[config.mk]
export PLATFORM = sky130hd
export DESIGN_NAME = t02_keypad_scan
export DESIGN_NICKNAME = d
export VERILOG_FILES = /design/src/rtl/t02_keypad_scan.sv
export SDC_FILE = /design/constraint.sdc
export NUM_CORES = 1
export LEC_CHECK = 0
export BUFFER_PORTS_ARGS = -buffer_cell sky130_fd_sc_hd__buf_2
export CORE_MARGIN = 1
export CORE_UTILIZATION = 40
export DETAILED_ROUTE_END_ITERATION = 8
export GPL_TIMING_DRIVEN = 0
export PLACE_DENSITY_LB_ADDON = 0.1
export RECOVER_POWER = 50
export SLEW_MARGIN = 20
export SYNTH_ARGS = -nofsm -noshare
export SYNTH_HDL_FRONTEND = slang
export SYNTH_SLANG_ARGS = --single-unit
[constraint.sdc]
create_clock -name clk -period 3.07 [get_ports clk]
set_input_delay 0.7675 -clock clk [delete_from_list [all_inputs] [get_ports clk]]
set_output_delay 0.7675 -clock clk [all_outputs]
set_load 0.05 [all_outputs]
[src/rtl/t02_keypad_scan.sv]
// 4x4 matrix keypad scanner: walks active-low row strobes, debounces whole frames, emits single-key press events.
// Latency: a key press is accepted after STABLE_CNT+1 identical frames; key_valid follows 2 cycles after that frame's gap cycle.
// Backpressure: none; key_valid is a one-cycle pulse and key_code holds until the next event.
//
// Ports:
//   clk, nrst         clock and asynchronous active-low reset
//   en                scan enable; low idles the scanner and clears all key state
//   col_n[3:0]        keypad columns (active-low, asynchronous, pulled up)
//   row_n[3:0]        row strobes (active-low, at most one low)
//   key_valid         one-cycle pulse when a single key is newly accepted
//   key_code[3:0]     {row, col} of the accepted key
//   key_held          accepted key map is non-zero
//   multi_key         accepted key map has more than one key
module t02_keypad_scan #(
  parameter int SCAN_DIV   = 12000,
  parameter int STABLE_CNT = 10
) (
  input  logic       clk,
  input  logic       nrst,
  input  logic       en,
  input  logic [3:0] col_n,
  output logic [3:0] row_n,
  output logic       key_valid,
  output logic [3:0] key_code,
  output logic       key_held,
  output logic       multi_key
);

  localparam int DIV_W = $clog2(SCAN_DIV);
  localparam int STB_W = $clog2(STABLE_CNT + 1);
  localparam logic [DIV_W-1:0] DIV_LAST = DIV_W'(SCAN_DIV - 1);
  localparam logic [STB_W-1:0] STB_MAX  = STB_W'(STABLE_CNT);

  typedef enum logic [1:0] {IDLE, SCAN, FRAME} state_t;

  state_t           state_q, state_d;
  logic [3:0]       col_s1, col_sync;
  logic [1:0]       row_q;
  logic [DIV_W-1:0] div_q;
  logic [STB_W-1:0] stable_q, stable_d;
  logic [15:0]      frame_q, prev_q, accepted_q, acc_old_q;
  logic             accept;
  logic             acc_onehot;
  logic [3:0]       acc_idx;

  // Columns are asynchronous to clk; nothing downstream sees col_n directly.
  always_ff @(posedge clk or negedge nrst) begin
    if (!nrst) begin
      col_s1   <= 4'hF;
      col_sync <= 4'hF;
    end else begin
      col_s1   <= col_n;
      col_sync <= col_s1;
    end
  end

  always_ff @(posedge clk or negedge nrst) begin
    if (!nrst) state_q <= IDLE;
    else       state_q <= state_d;
  end

  always_comb begin
    state_d = state_q;
    row_n   = 4'hF;
    case (state_q)
      IDLE:  if (en) state_d = SCAN;
      SCAN: begin
        row_n = ~(4'b0001 << row_q);
        if (div_q == DIV_LAST && row_q == 2'd3) state_d = FRAME;
      end
      FRAME: state_d = SCAN;
      default: state_d = IDLE;
    endcase
    if (!en) state_d = IDLE;
  end

  // Frame-level debounce: only the transition into saturation may update the
  // accepted map, so a map that stays stable is not re-accepted every frame.
  always_comb begin
    stable_d = '0;
    if (frame_q == prev_q)
      stable_d = (stable_q == STB_MAX) ? STB_MAX : stable_q + STB_W'(1);
    accept = (stable_q != STB_MAX) && (stable_d == STB_MAX) && (frame_q != accepted_q);
  end

  always_ff @(posedge clk or negedge nrst) begin
    if (!nrst) begin
      row_q      <= '0;
      div_q      <= '0;
      stable_q   <= '0;
      frame_q    <= '0;
      prev_q     <= '0;
      accepted_q <= '0;
    end else if (!en) begin
      row_q      <= '0;
      div_q      <= '0;
      stable_q   <= '0;
      frame_q    <= '0;
      prev_q     <= '0;
      accepted_q <= '0;
    end else begin
      case (state_q)
        SCAN: begin
          if (div_q == DIV_LAST) begin
            // Sample at the last cycle of the row so the columns have settled.
            frame_q[{row_q, 2'b00} +: 4] <= ~col_sync;
            div_q <= '0;
            row_q <= row_q + 2'd1;
          end else begin
            div_q <= div_q + DIV_W'(1);
          end
        end
        FRAME: begin
          stable_q <= stable_d;
          prev_q   <= frame_q;
          if (accept) accepted_q <= frame_q;
          row_q <= '0;
          div_q <= '0;
        end
        default: begin
          row_q <= '0;
          div_q <= '0;
        end
      endcase
    end
  end

  always_comb begin
    acc_idx = '0;
    for (int i = 0; i < 16; i++)
      if (accepted_q[i]) acc_idx = 4'(i);
    acc_onehot = (accepted_q != '0) && ((accepted_q & (accepted_q - 16'd1)) == '0);
  end

  // Events only fire from an all-released map to exactly one key, so a held
  // key, an added key or a key-to-key jump never produces a repeat.
  always_ff @(posedge clk or negedge nrst) begin
    if (!nrst) begin
      acc_old_q <= '0;
      key_valid <= 1'b0;
      key_code  <= '0;
      key_held  <= 1'b0;
      multi_key <= 1'b0;
    end else begin
      acc_old_q <= accepted_q;
      key_valid <= (acc_old_q == '0) && acc_onehot;
      if ((acc_old_q == '0) && acc_onehot) key_code <= acc_idx;
      key_held  <= (accepted_q != '0);
      multi_key <= (accepted_q != '0) && !acc_onehot;
    end
  end

endmodule

==> results of run 1 <==
## routing by layer
layer	wire length, um	GRT usage (%)	vias to the layer above
li1	-	-	1694
met1	4907	23.10	1617
met2	4729	28.51	52
met3	336	4.821	11
met5	0	0	-
met4	153	5.965	0
## layout make-up
cell class                 instances  area [um^2]  share of cell area [%]
multi-input combinational        345         2181                   39.51
timing repair buffer              18        111.4                   2.017
buffer                            26        177.7                   3.218
inverter                           9        33.78                  0.6120
clock inverter                     3        45.04                  0.8160
sequential                       101         2537                   45.97
tap                              147        183.9                   3.332
clock buffer                      13        250.2                   4.533
## flip-flops by register name, indices dropped and copies added, names as in the netlist
signal / count
frame_q: 16
acc_old_q: 16
state_q: 2
row_q: 2
stable_q: 4
prev_q: 16
multi_key: 1
accepted_q: 16
div_q: 14
key_held: 1
key_code: 4
key_valid: 1
col_sync: 4
col_s1: 4
## cells by family after synthesis
logic type | Yosys count | share of synthesized area (%)
DFF | 101 | 51.47
AOI/OAI and AO/OA | 62 | 8.934
muxes | 21 | 4.568
and+or+nand+nor | 207 | 20.20
buffers and inverters | 35 | 4.289
xor gates and xnor gates | 45 | 7.995
adders and majority gates | 10 | 2.538
## cells in the mapped netlist (all sizes together) (9+ instances only)
| master | n | area [um^2] |
|---|---|---|
| a21boi | 22 | 165.2 |
| nand2 | 99 | 371.6 |
| o21ai | 10 | 50.04 |
| mux2i | 18 | 180.2 |
| nand4 | 9 | 62.56 |
| clkbuf | 18 | 97.59 |
| inv | 9 | 33.78 |
| nor2 | 28 | 105.1 |
| nor4 | 15 | 115.1 |
| dfrtp | 93 | 2327 |
| o31ai | 13 | 97.59 |
| xor2 | 40 | 350.3 |
| nand3 | 19 | 95.09 |
| ha | 10 | 125.1 |
## power breakdown
part	internal [W]	switching, W	total, W
logic	0.0000170	0.0000533	0.0000703
registers	0.00134	0.00000587	0.00135
clock network	0.000655	0.000476	0.00113
total	0.00201	0.000535	0.00255
## through the flow
step / hold WS, ns / setup WS (ns) / power, W / instance area [um^2]
6_report: 0.3549 / 0.5741 / 0.002549 / 5520
5_1_grt: 0.3635 / 0.3433 / 0.002650 / 5520
4_1_cts: 0.2976 / 0.5288 / 0.002595 / 5528
3_5_place_dp: 0.3473 / 0.5544 / 0.001448 / 5233
3_3_place_gp: 0.3457 / 0.1391 / 0.001442 / 5199
2_1_floorplan: 0.3452 / 0.7276 / 0.001399 / 4930
## worst max-delay path, stage by stage, from the launching register on
cell and delay [ns]:
dfrtp_1 0.51, nor4_4 0.38, nand4_2 0.19, o32ai_1 0.29, nand4_1 0.16, or3b_1 0.41, buf_6 0.15, mux2_4 0.29
## worst max path at each step
stage	depth (start not counted)	start	slack, ns	end
4_1_cts	7	state_q[1]	0.53	accepted_q[9]
3_3_place_gp	1	nrst	0.14	frame_q[7]
2_1_floorplan	7	accepted_q[3]	0.73	key_code[0]
6_report	7	accepted_q[8]	0.57	key_code[3]
5_1_grt	7	state_q[1]	0.34	accepted_q[14]
3_5_place_dp	7	state_q[1]	0.55	accepted_q[8]
==> metrics.md, run 1 <==
| Metric | Value |
|---|---|
| Synth-to-Final Area Change | `11.98%` |
| Count of different cell masters after synthesis | `54` |
| Fin cells | `662` |
| Layout fillers | `between 1000 and 1500` |
| Number of placement rows | `40` |
| Synth Area per Inst | `10.25 um^2` |
| Post-Syn Instances | `around 480` |
| Commonest register cell after synthesis | `dfrtp_1` |
| Worst R2R Path Depth | `7` |
| Worst vdd ir | `about 0.45 mV` |
| Skew final | `around 0.0079 ns` |
| Ant diodes | `0` |
| Hold EP | `col_sync[1]` |
| Number of routed nets with antenna violations | `0` |
| Crit path max fanout | `8` |
| Starting Density | `around two fifths` |
| Routed len/inst | `15.30 um` |
| FF-to-FF Start | `accepted_q[8]` |
| Slew HR | `-17.69%` |
| Final HPWL DP | `7232 um` |
| Hold Path Stages | `0` |
| Vias in the first global route | `about 3400` |
| Seq/Total Area, Yosys | `about half` |
| First-pass GRT wire length | `roughly 17000 um` |
| RSZ-0062 raised after global routing | `no` |
| CP Capture Type | `flop` |
| Final Core Density | `approximately 46%` |
| Cells after DPL | `around 650` |
| Overall Global Routing Usage | `17.70%` |
| Post-CTS setup buffers | `0` |
| Final setup fails | `0` |
| DR vias | `3374` |
| Initial antenna violation count | `0` |
| Vias/cell | `a little over 5` |
| Hold_sp | `col_s1[1]` |
| Sinks on Clock Net | `about 100` |
| Number of detailed-route iterations in the first pass | `5` |
| Routability cong. | `roughly 0.8` |
| Failing checks | `max-capacitance violations, max-slew violations` |
| Die extent in y | `around 110 um` |
| CTS HTree Levels | `3` |
| Startpoint types | `flop` |
| DRC | `0` |
| Nets@finish | `~530` |
| Port Buf Inserts | `17` |
| IO Pins | `18` |
| Reg2reg end | `key_code[3]` |
| Commonest non-fill, non-tap cell in the layout | `nand2_1` |
| Max_cap viols | `1` |
| Share of cells above drive strength 1 | `11.65%` |
| Fin Setup TNS | `0 ns` |
| Post-synth EDFFs | `0` |
| Most frequent cells in the layout | `nand2_1, dfrtp_1, xor2_1, nor2_1` |
| Num CTS Buffers | `9` |
| Clock latency on the worst-skew pair | `between 0.3 and 0.4 ns` |
| CTS clk-pin slew, worst paths | `roughly 0.070 ns` |
| Worst Path Arrival | `roughly 2.7 ns` |
| Post-CTS Resized | `0` |
| Time the worst path needs with I/O delays and setup | `between 2 and 2.5 ns` |
| Die X | `113.0 um` |
| Die area | `12770 um^2` |
| Peak Freq | `~400 MHz` |
| DR iter-0 viols | `approximately 180` |
| Ys Warns | `0` |
| CP required | `roughly 3.3 ns` |
| Post-Synthesis Cell Area | `just under 5000 um^2` |
| PD cells | `around 460 nW/um^2` |
| Endpoints failing hold | `0` |
| Slew at the pin with the worst max-slew slack | `1.765 ns` |
| CTS root buf | `clkbuf_16` |
| Path type of the worst min-delay path | `flop to flop` |
| Largest net degree at the start of global routing | `around 70` |
| Synthesis-stage register bit count | `101` |
| CTS tree | `yes` |
| Hold-fix buffers at CTS | `0` |
| Final wirelength | `around 10000 um` |
| Net Count, Synth | `between 400 and 500` |
| Async SR Flop Fraction | `100.0%` |
| Status | `complete, but fails checks` |
| Slew Limit Fails | `31` |
| CTS max path bufs | `2` |
| Core Area | `12010 um^2` |
| Final period util | `81.30%` |
| GR Overflow Total | `0` |
| CP Class | `flop to flop` |
| Setup slack, reg-to-reg | `0.57 ns` |
| Pleak | `2.737 nW` |
Power figures use the tool's default switching activity.
==> run 2: changes to the inputs <==
- clock period: 3.07 -> 2.1 ns (I/O delays scaled with it)
==> run 2 against run 1 <==
The run ends with max-capacitance violations, max-slew violations, negative setup slack left. Clock power increased by 40%. Clock-buffer cell count fell by 1. Final cell count increased by 2.3%. Design area increased by 4.5%. Sequential share of layout area shrank 1.7 points. Clock skew grew 0.0026 ns. Sequential power grew 46%. Die area did not move. Critical endpoint is now key_code[1].
==> metrics.md, run 2 (same netlist as run 1, synthesis figures left out) <==
| Metric | Value |
|---|---|
| Startpoint types | `flop` |
| Skew final | `~0.011 ns` |
| Max_cap viols | `1` |
| Worst Path Arrival | `roughly 2.6 ns` |
| Setup slack, reg-to-reg | `-0.31 ns` |
| Path type of the worst min-delay path | `primary input to flop` |
| Hold EP | `col_s1[2]` |
| Worst vdd ir | `0.5291 mV` |
| IO Pins | `18` |
| Number of placement rows | `40` |
| Core Area | `12010 um^2` |
| Final period util | `114.8%` |
| Vias in the first global route | `between 3000 and 4000` |
| DR iter-0 viols | `166` |
| Endpoints failing hold | `0` |
| Place WS | `-0.4259 ns` |
| Hold-fix buffers at CTS | `0` |
| Die extent in y | `approximately 110 um` |
| Synth-to-Final Area Change | `16.98%` |
| Reg2reg end | `key_code[1]` |
| Worst R2R Path Depth | `7` |
| Number of routed nets with antenna violations | `0` |
| Starting Density | `between 40% and 50%` |
| CTS tree | `yes` |
| Setup WS post-layout | `-0.3098 ns` |
| Most common cell on crit path | `buf_6` |
| Most frequent cells in the layout | `nand2_1, dfrtp_1, xor2_1, nor2_1` |
| CTS clk-pin slew, worst paths | `~0.070 ns` |
| Largest net degree at the start of global routing | `73` |
| CP top delay family | `simple AND/OR/NAND/NOR gates` |
| GR Overflow Total | `0` |
| Sequential cell area | `2550 um^2` |
| Crit path max fanout | `6` |
| Sinks on Clock Net | `101` |
| Final setup fails | `5` |
| CP required | `2.33 ns` |
| Vias/cell | `approximately 5.2` |
| Slew HR | `-8.502%` |
| Peak Freq | `approximately 410 MHz` |
| Share of cells above drive strength 1 | `20.57%` |
| Failing checks | `max-capacitance violations, max-slew violations, negative setup slack` |
| Hold_sp | `col_n[2]` |
| Routed len/inst | `around 16 um` |
| Num CTS Buffers | `9` |
| CP Class | `flop to flop` |
| Slew at the pin with the worst max-slew slack | `~1.6 ns` |
| Routability cong. | `0.8122` |
| Status | `complete, but fails checks` |
| CP Capture Type | `flop` |
| Layout fillers | `approximately 1100` |
| Critical-path cell list | `buf_6 > or4_4 > a221oi_2 > nand4_1 > or3b_1 > buf_6 > mux2_4` |
| Final HPWL DP | `7360 um` |
| CP max-delay cell | `or4_4` |
| Die X | `between 100 and 150 um` |
| Port Buf Inserts | `17` |
| Nets@finish | `542` |
| DR vias | `roughly 3500` |
| Worst Setup SP | `accepted_q[2]` |
| Number of detailed-route iterations in the first pass | `4` |
| FF-to-FF Start | `accepted_q[2]` |
| Initial antenna violation count | `0` |
| Buf/Inv on CP | `2` |
| CTS HTree Levels | `3` |
| Time the worst path needs with I/O delays and setup | `between 2 and 2.5 ns` |
| Commonest non-fill, non-tap cell in the layout | `nand2_1` |
| RSZ-0062 raised after global routing | `yes` |
| WHS | `roughly 0.27 ns` |
| CTS max path bufs | `2` |
| Clock latency on the worst-skew pair | `around 0.36 ns` |
| Pleak | `2.859 nW` |
| Overall Global Routing Usage | `between 10% and 20%` |
| Ant diodes | `0` |
| PD cells | `about 630 nW/um^2` |
| Slew Limit Fails | `30` |
| DRC | `0` |
| Final wirelength | `10760 um` |
| First-pass GRT wire length | `between 15000 and 20000 um` |
| CTS root buf | `clkbuf_16` |
| Multi-input gate area | `~2300 um^2` |
| Largest stage delay, worst path | `~0.54 ns` |
| Hold Path Stages | `1` |
| Die area | `12770 um^2` |
-- run 2: cell count changes in the layout (fill, tap and decap cells not counted), moves of 2 or more --
cell,previous run,this run
nor4_1,13,10
buf_4,1,17
buf_6,6,9
nor3_1,6,4
nor2_1,28,26
clkinv_2,0,3
nor3_2,0,2
clkinvlp_4,2,0
dfrtp_2,0,10
nor2_2,0,2
nor4_4,1,3
clkbuf_1,19,13
dfrtp_1,93,83
-- run 2: how the worst max path moves through the flow --
stage | endpoint | slack, ns | cells after the start
detailed placement | accepted_q[6] | -0.43 | 7
global placement | frame_q[4] | -0.58 | 1
finish | key_code[1] | -0.31 | 7
floorplan | key_code[0] | -0.18 | 7
global route | key_code[1] | -0.45 | 8
CTS | key_code[1] | -0.31 | 7
-- run 2: per-stage QoR --
step | util [%] | std cells | setup TNS (ns) | instance area [um^2] | total power, W
floorplan | - | 481 | -0.5487 | 4930 | 0.002045
global placement | 43.28 | 645 | -63.23 | 5199 | 0.002108
detailed placement | 43.56 | 646 | -9.419 | 5233 | 0.002117
CTS | 46.50 | 668 | -1.308 | 5585 | 0.003716
global route | 48.01 | 677 | -7.095 | 5767 | 0.003787
finish | 48.01 | 677 | -1.338 | 5767 | 0.003648
-- run 2: timing repair --
item / in CTS / in global routing
buffers inserted: 6 / 12
endpoints found under the setup margin: 38 / 46
gates resized for setup: 7 / 34
cloned: 0 / 1
pin swaps: 6 / 16
-- run 2: power by group --
group | total (W) | internal (W) | leakage (nW) | switching [W]
clock network | 0.00158 | 0.000864 | 0.142 | 0.000711
registers | 0.00197 | 0.00196 | 1.36 | 0.00000985
logic | 0.000101 | 0.0000235 | 1.35 | 0.0000777
total | 0.00365 | 0.00285 | 2.86 | 0.000798
-- run 2: final cells by class --
class | count | share of cell area [%]
Inverter | 9 | 0.5858
Timing Repair Buffer | 36 | 4.187
Clock buffer | 12 | 4.448
Tap cell | 147 | 3.189
Sequential cell | 101 | 44.22
Clock inverter | 4 | 0.4122
Buffer | 23 | 3.016
Multi-Input combinational cell | 345 | 39.94
-- run 2: per-layer routing --
| layer | vias to the layer above | global-route usage, % | share of wire [%] |
|---|---|---|---|
| li1 | 1730 | - | - |
| met1 | 1697 | 22.62 | 46 |
| met2 | 62 | 29.78 | 48 |
| met3 | 19 | 5.142 | 3.4 |
| met4 | 0 | 7.105 | 2.3 |
| met5 | - | 0 | 0 |
-- run 2: worst reg2reg max path: cells and delay by family, from the launching register on --
family,cells,cell delay [ns]
simple gates,3,1.08
flops,1,0.39
mux,1,0.29
buf+inv,2,0.28
compound gates,1,0.25
